**config.mk**
```make
export PLATFORM = sky130hd
export DESIGN_NAME = dm_access_ctrl
export DESIGN_NICKNAME = d
export VERILOG_FILES = /design/src/rtl/dm_access_ctrl.sv
export SDC_FILE = /design/constraint.sdc
export NUM_CORES = 1
export LEC_CHECK = 0
export CORE_ASPECT_RATIO = 1.25
export CORE_UTILIZATION = 46
export CTS_CLUSTER_DIAMETER = 30
export DETAILED_ROUTE_END_ITERATION = 8
export GPL_TIMING_DRIVEN = 0
export PLACE_DENSITY_LB_ADDON = 0.25
export RECOVER_POWER = 25
export SYNTH_ARGS = -nofsm -noshare
export SYNTH_HDL_FRONTEND = slang
export SYNTH_SLANG_ARGS = --single-unit
```
**constraint.sdc**
```tcl
create_clock -name clk -period 7.79 [get_ports clk]
set_input_delay 1.9475 -clock clk [delete_from_list [all_inputs] [get_ports clk]]
set_output_delay 1.9475 -clock clk [all_outputs]
set_load 0.01 [all_outputs]
```
**src/rtl/dm_access_ctrl.sv**
```systemverilog
// dm_access_ctrl: arbitrated access controller for data-memory port 1.
// Shares one word-wide port between the CPU MEM stage and the debug/loader
// requester (round-robin). It performs RISC-V load extension and does
// read-modify-write for byte and halfword stores. It also rejects
// out-of-range addresses and undefined widths.
// Optional feature macro: DM_CTRL_MISALIGN_TRAP_EN. When it is defined,
// misaligned halfword and word accesses are flagged as errors. When it is
// undefined, the low address bits are ignored and the access is aligned.
module dm_access_ctrl #(
  parameter logic [15:0] ADDR_LIMIT = 16'h3000
) (
  input  logic        clk,
  input  logic        rst,
  input  logic        cpu_req,
  input  logic        cpu_we,
  input  logic [2:0]  cpu_funct3,
  input  logic [15:0] cpu_addr,
  input  logic [31:0] cpu_wdata,
  output logic        cpu_gnt,
  output logic        cpu_done,
  output logic [31:0] cpu_rdata,
  output logic        cpu_err,
  input  logic        dbg_req,
  input  logic        dbg_we,
  input  logic [15:0] dbg_addr,
  input  logic [31:0] dbg_wdata,
  output logic        dbg_gnt,
  output logic        dbg_done,
  output logic [31:0] dbg_rdata,
  output logic        dbg_err,
  output logic [15:0] dm_add,
  output logic [31:0] dm_wdata,
  output logic        dm_we,
  input  logic [31:0] dm_rdata,
  input  logic        dm_error
);

  typedef enum logic [1:0] {
    S_IDLE,
    S_RD,
    S_WR,
    S_RESP
  } state_t;

  typedef enum logic {
    OWN_CPU = 1'b0,
    OWN_DBG = 1'b1
  } owner_t;

  state_t      state_q, state_d;
  owner_t      last_q, last_d;
  owner_t      owner_q, owner_d;
  logic        we_q, we_d;
  logic [2:0]  funct3_q, funct3_d;
  logic [15:0] addr_q, addr_d;
  logic [31:0] wdata_q, wdata_d;   // store data, later the merged RMW word
  logic [31:0] rdata_q, rdata_d;
  logic        err_q, err_d;

  // Selected requester and its request fields
  logic        sel_valid;
  owner_t      sel_owner;
  logic        req_we;
  logic [2:0]  req_funct3;
  logic [15:0] req_addr;
  logic [31:0] req_wdata;
  logic        req_illegal;
  logic        f3_ok;
  logic        misalign;

  logic [15:0] word_addr;
  logic [7:0]  rd_byte;
  logic [15:0] rd_half;
  logic [31:0] load_val;
  logic [31:0] merged;

  assign word_addr = {addr_q[15:2], 2'b00};

  // Round-robin pick: on a tie, serve whoever was not served last
  always_comb begin
    sel_valid = cpu_req | dbg_req;
    sel_owner = OWN_CPU;
    if (cpu_req && dbg_req) begin
      sel_owner = (last_q == OWN_DBG) ? OWN_CPU : OWN_DBG;
    end else if (dbg_req) begin
      sel_owner = OWN_DBG;
    end
    if (sel_owner == OWN_DBG) begin
      req_we     = dbg_we;
      req_funct3 = 3'b010;
      req_addr   = dbg_addr;
      req_wdata  = dbg_wdata;
    end else begin
      req_we     = cpu_we;
      req_funct3 = cpu_funct3;
      req_addr   = cpu_addr;
      req_wdata  = cpu_wdata;
    end
  end

  // Legality of the selected request: width code, range, optional alignment
  always_comb begin
    unique case (req_funct3)
      3'b000, 3'b001, 3'b010: f3_ok = 1'b1;
      3'b100, 3'b101:         f3_ok = ~req_we;  // no unsigned stores
      default:                f3_ok = 1'b0;
    endcase
`ifdef DM_CTRL_MISALIGN_TRAP_EN
    misalign = ((req_funct3[1:0] == 2'b01) && req_addr[0]) ||
               ((req_funct3[1:0] == 2'b10) && (req_addr[1:0] != 2'b00));
`else
    misalign = 1'b0;
`endif
    req_illegal = ~f3_ok | (req_addr >= ADDR_LIMIT) | misalign;
  end

  // Lane extraction and extension for loads, lane merge for sub-word stores
  always_comb begin
    unique case (addr_q[1:0])
      2'b00:   rd_byte = dm_rdata[7:0];
      2'b01:   rd_byte = dm_rdata[15:8];
      2'b10:   rd_byte = dm_rdata[23:16];
      default: rd_byte = dm_rdata[31:24];
    endcase
    rd_half = addr_q[1] ? dm_rdata[31:16] : dm_rdata[15:0];

    unique case (funct3_q)
      3'b000:  load_val = {{24{rd_byte[7]}}, rd_byte};
      3'b100:  load_val = {24'h0, rd_byte};
      3'b001:  load_val = {{16{rd_half[15]}}, rd_half};
      3'b101:  load_val = {16'h0, rd_half};
      default: load_val = dm_rdata;
    endcase

    merged = dm_rdata;
    if (funct3_q[1:0] == 2'b00) begin
      unique case (addr_q[1:0])
        2'b00:   merged[7:0]   = wdata_q[7:0];
        2'b01:   merged[15:8]  = wdata_q[7:0];
        2'b10:   merged[23:16] = wdata_q[7:0];
        default: merged[31:24] = wdata_q[7:0];
      endcase
    end else if (addr_q[1]) begin
      merged[31:16] = wdata_q[15:0];
    end else begin
      merged[15:0] = wdata_q[15:0];
    end
  end

  // Next-state, capture and output decode
  always_comb begin
    state_d   = state_q;
    last_d    = last_q;
    owner_d   = owner_q;
    we_d      = we_q;
    funct3_d  = funct3_q;
    addr_d    = addr_q;
    wdata_d   = wdata_q;
    rdata_d   = rdata_q;
    err_d     = err_q;
    cpu_gnt   = 1'b0;
    dbg_gnt   = 1'b0;
    cpu_done  = 1'b0;
    dbg_done  = 1'b0;
    cpu_rdata = '0;
    dbg_rdata = '0;
    cpu_err   = 1'b0;
    dbg_err   = 1'b0;
    dm_add    = '0;
    dm_wdata  = '0;
    dm_we     = 1'b0;

    unique case (state_q)
      S_IDLE: begin
        // gnt is combinational from req, so it is forced low during reset
        if (sel_valid && !rst) begin
          cpu_gnt  = (sel_owner == OWN_CPU);
          dbg_gnt  = (sel_owner == OWN_DBG);
          owner_d  = sel_owner;
          last_d   = sel_owner;
          we_d     = req_we;
          funct3_d = req_funct3;
          addr_d   = req_addr;
          wdata_d  = req_wdata;
          rdata_d  = '0;
          err_d    = req_illegal;
          if (req_illegal) begin
            state_d = S_RESP;
          end else if (req_we && (req_funct3 == 3'b010)) begin
            state_d = S_WR;
          end else begin
            state_d = S_RD;
          end
        end
      end
      S_RD: begin
        dm_add = word_addr;
        err_d  = err_q | dm_error;
        if (we_q) begin
          wdata_d = merged;
          state_d = S_WR;
        end else begin
          rdata_d = load_val;
          state_d = S_RESP;
        end
      end
      S_WR: begin
        dm_add   = word_addr;
        dm_wdata = wdata_q;
        dm_we    = 1'b1;
        err_d    = err_q | dm_error;
        state_d  = S_RESP;
      end
      S_RESP: begin
        if (owner_q == OWN_CPU) begin
          cpu_done  = 1'b1;
          cpu_rdata = rdata_q;
          cpu_err   = err_q;
        end else begin
          dbg_done  = 1'b1;
          dbg_rdata = rdata_q;
          dbg_err   = err_q;
        end
        state_d = S_IDLE;
      end
      default: state_d = S_IDLE;
    endcase
  end

  // State and transaction registers
  always_ff @(posedge clk or posedge rst) begin
    if (rst) begin
      state_q  <= S_IDLE;
      last_q   <= OWN_DBG;
      owner_q  <= OWN_CPU;
      we_q     <= 1'b0;
      funct3_q <= '0;
      addr_q   <= '0;
      wdata_q  <= '0;
      rdata_q  <= '0;
      err_q    <= 1'b0;
    end else begin
      state_q  <= state_d;
      last_q   <= last_d;
      owner_q  <= owner_d;
      we_q     <= we_d;
      funct3_q <= funct3_d;
      addr_q   <= addr_d;
      wdata_q  <= wdata_d;
      rdata_q  <= rdata_d;
      err_q    <= err_d;
    end
  end

endmodule

```
Yosys cells after proc, flatten, opt, wreduce, memory -nomap -nowiden
Cells that the tools add are included.
{ "word_totals": {"reg_bits": 89, "output_inout_bits": 119} }
{ "op_classes": {"order_cmp": 1, "eq_ne": 17, "muxes": 50, "bitwise": 6, "reduce_logical": 21} }
{ "op_table": {"columns": ["operator", "n"], "rows": [
  ["2-to-1 mux 32 bit", 11],
  ["one-hot mux 32 bit (2 select lines)", 2],
  ["one-hot mux 32 bit (4 select lines)", 1],
  ["2-to-1 mux 16 bit", 5],
  ["2-to-1 mux 8 bit", 4],
  ["one-hot mux 8 bit (3 select lines)", 1],
  ["2-to-1 mux 1 bit", 19],
  ["greater-or-equal comparator 16 x 14 -> 1 bit (second input constant)", 1],
  ["== test 3 bit (second input constant)", 4],
  ["one-hot mux 2 bit (4 select lines)", 1],
  ["== test 2 bit (second input constant)", 3],
  ["== test 3 x 1 -> 1 bit (second input constant)", 2],
  ["zero test 2 bit", 3],
  ["zero test 3 bit", 2],
  ["2-to-1 mux 2 bit", 3],
  ["!= test 2 bit (second input constant)", 3],
  ["!= test 3 bit (second input constant)", 2],
  ["AND reduction 3 bit", 2],
  ["OR reduction 3 bit", 2],
  ["AND reduction 5 bit", 1],
  ["== test 2 x 1 -> 1 bit (second input constant)", 2],
  ["one-hot mux 1 bit (2 select lines)", 2],
  ["AND reduction 2 bit", 2],
  ["AND reduction 4 bit", 1],
  ["8 further kinds", 16]
]} }

Longest topological paths before layout
Gate-level depths: netlist of the first run.
{ "depth": {"ltp_word": 11, "depth_mapped": 8, "ltp_nobuf": 6} }

Worst setup path after synthesis of the first run
No wires, ideal clock.
{ "synth_path": {"kind": "input -> output", "startpoint": "in dbg_req", "endpoint": "out dbg_gnt", "arrival_ns": 2.856, "path_slack_ns": 2.987, "cell_stages": 5, "path_cell_list": "a21bo_1 -> buf_6 -> buf_4 -> buf_2 -> nor2_1"} }
{ "synth_via": {"elab_chain_cells": 4} }
{ "synth_lines": {"columns": ["item", "line", "text"], "rows": [
  ["start: declaration", "23", "input logic dbg_req,"],
  ["2-to-1 mux 1 bit (tied with other cells)", "85", "end else if (dbg_req) begin"],
  ["2-to-1 mux 1 bit / logical AND 1 bit (equally long branches)", "83, 176", null],
  ["2-to-1 mux 1 bit *", "176", "if (sel_valid && !rst) begin"],
  ["2-to-1 mux 1 bit *", "173", "unique case (state_q)"],
  ["end: declaration", "27", "output logic dbg_gnt,"]
]} }
Every way passes the cells marked *; elsewhere a longest branch is shown, timed or not.

Worst setup path in the final report of the first run
{ "layout_path": {"startpoint": "in dbg_req", "endpoint": "out cpu_gnt"} }
{ "layout_via": {"elab_chain_cells": 5} }
{ "layout_lines": {"columns": ["item", "line", "text"], "rows": [
  ["2-to-1 mux 1 bit / logical AND 1 bit (equally long branches)", "85, 83", null],
  ["2-to-1 mux 1 bit", "83", "if (cpu_req && dbg_req) begin"],
  ["inverter 1 bit", "177", "cpu_gnt = (sel_owner == OWN_CPU);"],
  ["2-to-1 mux 1 bit *", "176", null],
  ["2-to-1 mux 1 bit *", "173", null],
  ["end: declaration", "19", "output logic cpu_gnt,"]
]} }
Marks and branches as above.

==> results of run 1 <==
## final timing paths
check,slack (ns),endpoint,startpoint,cells past startpoint
worst max-delay path,1.57,cpu_gnt,dbg_req,6
worst min-delay path,0.47,wdata_q[16],wdata_q[16],2
worst max register to register,5.49,wdata_q[30],state_q[1],8
worst min register to register,0.47,wdata_q[16],wdata_q[16],2
max in group asynchronous,1.94,wdata_q[2],rst,3
min in group asynchronous,2.49,owner_q,rst,2
## routing by layer
metal  wire length (um)  global-route usage, %
met1               8819                  38.97
met2              10770                  53.57
met3               1992                  6.700
met4                840                  13.39
met5                  0                      0
## stage by stage
stage	setup WS (ns)	instance area, sq um	util, %
6_report	1.574	9346	70.33
2_1_floorplan	2.987	6290	-
4_1_cts	1.572	9371	70.51
3_5_place_dp	1.575	9076	68.29
5_1_grt	1.187	9346	70.33
3_3_place_gp	1.520	9046	68.07
## placed cells by master, fill, tap and decap left out, drive strengths merged, types with 3 or more instances in the layout
master,count
dfrtp,88
o211ai,6
o22ai,4
buf,33
nand3,3
a21boi,3
nand3b,15
a21oi,25
and2,83
o311ai,8
nor2b,5
a211oi,3
o221ai,9
nor2,27
o22a,7
nor3,3
o21ai,59
a32o,8
nand2,74
and3,33
or3,14
a31oi,21
a21o,3
mux2i,30
mux2,26
or4b,8
ha,4
a221o,16
nand2b,19
inv,20
clkbuf,47
clkdlybuf4s50,253
## tightest hold or removal path, stage by stage (launching register included)
cell	delay (ns)
dfrtp_1	0.34
nand2_1	0.05
o31ai_1	0.05
## sequential cells by signal, indices dropped and copies added, names as in the netlist, 2 cells and up
register and count:
addr_q 16, funct3_q 3, rdata_q 32, state_q 2, wdata_q 32
## power by group through the flow
stage | Sequential [mW] | Combinational (mW) | Clock (mW)
6_report | 0.826 | 2.08 | 0.430
5_1_grt | 0.847 | 2.23 | 0.452
4_1_cts | 0.819 | 2.06 | 0.433
3_5_place_dp | 0.826 | 2.05 | 0
3_3_place_gp | 0.819 | 2.02 | 0
2_1_floorplan | 0.769 | 1.27 | 0
## area by class of cell
type	instances	share of cell area (%)
Inverter	21	0.8568
Sequential cell	89	23.84
Multi-Input combinational cell	541	39.16
Timing Repair Buffer	255	27.24
Clock buffer	15	3.079
Clock inverter	1	0.08032
Buffer	64	3.454
Tap cell	171	2.289
## cell families after synthesis
family                   after synthesis  share of synthesized area (%)
other                                  1                        0.05966
AO/OA/AOI/OAI                        187                          21.26
flip-flops                            89                          35.45
multiplexers                          56                          9.753
AND/OR/NAND/NOR                      292                          26.29
adder cells (fa/ha/maj)                4                         0.7962
buffers and inverters                 85                          6.389
==> metrics.yaml, run 1 <==
critical_path_class: "primary input to primary output"
overflow: 0
cts_resized: 0
seq_power_share_pct: 24.8
critPathTopFamily: "buffers and inverters"
critPathMaxStageDelay_ns: 0.62
numPortBuffers: 254
multi_input_area_sq_um: 3660
final_cells: 1157
drc_errors: 0
p_int_mw: 1.890
ys_types: 64
synthToLayoutAreaGrowth_pct: 48.69
pwr-share-clk_pct: 12.9
cp-end-kind: "primary output"
clockRootBuffer: "clkbuf_16"
rsz0062_at_grt: "no"
drive_gt1_share_pct: 8.925
ys_warn_count: 0
rows: 47
synth-edff-count: 0
comb_power_share_pct: 62.3
clkTransAtPathRegs_ns: 0.06
syn_avg_cell_area_sq_um: 8.804
fillers: 1091
violations: "max-capacitance violations, max-slew violations"
post_cts_buffers: 0
fin_crit_ns: 6.216
cts_tree: "built"
setup-violations-final: 0
antenna_found_initial: 0
hold_viol_final: 0
static-leakage-power_nw: 3.937
start_kind: "primary input"
wl_per_cell_um: 19.38
die_w_um: 106.6
postCtsHoldBufs: 0
synthTopCellsByArea: "dfrtp_1, and2_1, mux2i_1"
path_max_fanout: 10
antennaDiodeCount: 0
switching_share_pct: 43.27
grt_first_pass_wirelength_mm: 34.60
slowest_stage: "a21boi_0"
grtUsageTotal_pct: 31.70
ys_seq_area_share_pct: 35.45
grt_max_degree: 53
worst_slew_pin_slew_ns: 2.925
ys_ff_latch: 89
peakVddDrop_v: 0.0002018
crit_buf_inv: 4
crit_chain: "clkdlybuf4s50_1 -> a21boi_0 -> buf_2 -> buf_2 -> nor2_1 -> clkdlybuf4s50_1"
insertion_delay_ns: 0.34
synth_flop_cell: "dfrtp_1"
ys_top_cells_by_count: "dfrtp_1, and2_1, nand2_1"
arrival_ns: 4.27
fmax_mhz: 160.9
powerDensity_nw_per_um2: 356.6
synth_top_cell_by_area: "dfrtp_1"
ioPinCount: 257
htree_levels: 3
maxCapViolCount: 2
grt_pass1_vias: 6468
synth.most_common_cell: "dfrtp_1"
regArea_sq_um: 2228
period_share_pct: 79.79
cp.required_ns: 5.84
coreArea_sq_um: 13290
holdWs_ns: 0.4718
netlist_instances: 714
drt-total-wl_mm: 22.42
post_drt_via_cell_ratio: 5.831
syn_area_sq_um: 6286
hold_class: "flop to flop"
fp.dieArea_sq_um: 14140
clock-skew-final_ns: 0.007017
synth_top_area_share_pct: 35.03
dr.first_iter.drc_count: 443
antenna_left: 0
dp_cells: 1141
dr.pass1.iters: 6
status: "complete, but fails checks"
cts_buffers: 9
place.gp.congestion: 1.002
slew_viol_final: 92
start_util_pct: 47.30
synth-async-reset-ratio_pct: 100.0
clock-sinks: 89
maxSlewHeadroom_pct: -94.98
hpwl_mm: 17.65
nets: 1123
dieHeight_um: 132.7
vias: 6746
cts_buffer_depth: 2
switching_power_mw: 1.442
setup_tns_ns: 0
total_power_mw: 3.333
Note: power is estimated with default switching activity, not from simulation.
==> run 2, diff against run 1 <==
CORE_UTILIZATION = 40   (was 46)
clock period = 5.62 ns   (was 7.79 ns; I/O delays follow)
==> metrics.yaml, run 2 (same netlist as run 1, synthesis figures left out) <==
status: "complete, but fails checks"
violations: "max-capacitance violations, max-slew violations"
r2r_slack_ns: 3.22
start_util_pct: 41.52
crit_chain: "clkdlybuf4s50_1 -> a21boi_0 -> buf_2 -> buf_2 -> nor2_1 -> clkdlybuf4s50_1"
peakVddDrop_v: 0.0002982
insertion_delay_ns: 0.35
final_common_cell: "clkdlybuf4s50_1"
path_max_fanout: 10
powerDensity_nw_per_um2: 496.6
cts_tree: "built"
seq_power_share_pct: 24.5
static-leakage-power_nw: 3.947
cts_buffers: 9
setup_tns_ns: 0
antennaDiodeCount: 0
cp.required_ns: 4.22
drive_gt1_share_pct: 9.036
cts_buffer_depth: 2
fp.dieArea_sq_um: 16220
numPortBuffers: 254
detailed_place.area_sq_um: 9123
rsz0062_at_grt: "no"
slowest_stage: "a21boi_0"
htree_levels: 3
clockRootBuffer: "clkbuf_16"
nets: 1123
synthToLayoutAreaGrowth_pct: 49.68
overflow: 0
wl_per_cell_um: 19.09
clkTransAtPathRegs_ns: 0.06
grt_first_pass_wirelength_mm: 35.54
pwr-share-clk_pct: 14.0
place.gp.congestion: 0.9659
grt_pass1_vias: 6357
vias: 6582
clock-skew-final_ns: 0.008692
min_to: "wdata_q[16]"
switching_power_mw: 2.015
critPathMaxStageDelay_ns: 0.66
fmax_mhz: 191.4
period_share_pct: 92.98
rows: 50
hpwl_mm: 17.96
postCtsHoldBufs: 0
final_util_pct: 62.15
grt_max_degree: 61
post_drt_via_cell_ratio: 5.517
fin_crit_ns: 5.226
comb_power_share_pct: 61.5
reg2reg_depth: 8
setup-violations-final: 0
hold_viol_final: 0
drc_errors: 0
hold_class: "flop to flop"
final_cell_area_sq_um: 9409
cp-end-kind: "primary output"
clock-sinks: 89
arrival_ns: 3.82
maxSlewHeadroom_pct: -2.433
dr.pass1.iters: 5
reg_top3: "rdata_q (32), wdata_q (32), addr_q (16)"
dieHeight_um: 142.2
switching_share_pct: 43.11
slew_viol_final: 61
ioPinCount: 257
hold_depth: 2
post_cts_buffers: 0
cts_resized: 0
die_w_um: 114.1
regToRegEndpoint: "wdata_q[29]"
antenna_found_initial: 0
maxCapViolCount: 1
worst_slew_pin_slew_ns: 1.537
p_int_mw: 2.658
mostFrequentLayoutCells: "clkdlybuf4s50_1, dfrtp_1, and2_1"
drt-total-wl_mm: 22.77
coreArea_sq_um: 15140
min-delay-start: "wdata_q[16]"
critical_path_class: "primary input to primary output"
antenna_left: 0
grtUsageTotal_pct: 28.68
dr.first_iter.drc_count: 422
r2r_start: "state_q[1]"
start_kind: "primary input"
-- run 2: changes by cell type in the layout (fill, tap and decap cells not counted) --
cell       previous run  this run
clkinv_4              0         1
clkinv_2              0         1
bufinv_16             0         2
clkbuf_8              4         0
clkbuf_2              0         1
clkbuf_1             34        32
-- run 2: how the worst max path moves through the flow --
stage / start / endpoint / slack [ns] / depth (start not counted)
3_5_place_dp: dbg_req / cpu_gnt / 0.42 / 6
4_1_cts: dbg_req / cpu_gnt / 0.42 / 6
3_3_place_gp: rst / rdata_q[28] / 0.34 / 2
2_1_floorplan: dbg_req / dbg_gnt / 1.90 / 5
5_1_grt: dbg_req / cpu_gnt / 0.27 / 6
6_report: dbg_req / cpu_gnt / 0.39 / 6
-- run 2: cell type report --
class	instances	area, sq um
Buffer	64	322.8
Inverter	21	80.08
Multi-Input combinational cell	541	3660
Tap cell	208	260.3
Fill cell	1394	5731
Clock buffer	10	229.0
Clock inverter	5	81.33
Sequential cell	89	2228
Timing Repair Buffer	255	2547
-- run 2: power by group through the flow --
stage	Combinational [mW]	Clock [mW]	Sequential [mW]
finish	2.87	0.653	1.15
detailed placement	2.85	0	1.15
global route	3.11	0.682	1.18
global placement	2.82	0	1.14
floorplan	1.76	0	1.07
CTS	2.87	0.650	1.14
-- run 2: stage by stage --
step | hold WS, ns | total power [mW] | cells | setup WS [ns]
after floorplan | 0.4402 | 2.830 | 715 | 1.902
after global placement | 0.4525 | 3.964 | 1177 | 0.3391
after detailed placement | 0.4653 | 4.006 | 1178 | 0.4238
after CTS | 0.4762 | 4.661 | 1193 | 0.4205
after global routing | 0.4998 | 4.973 | 1193 | 0.2747
final | 0.4757 | 4.673 | 1193 | 0.3944
-- run 2: worst max-delay path: cells and delay by family --
family,cells,cell delay [ns]
simple gates,1,0.09
buf+inv,4,1.66
compound gates,1,0.66
-- run 2: metal layers --
| layer | routed length, um | up-vias | part of all wire, % | global-route usage, % |
|---|---|---|---|---|
| li1 | - | 3104 | - | - |
| met1 | 9835 | 3137 | 43 | 37.92 |
| met2 | 10920 | 301 | 48 | 47.50 |
| met3 | 1368 | 40 | 6.0 | 4.642 |
| met4 | 648 | 0 | 2.8 | 9.774 |
| met5 | 0 | - | 0 | 0 |
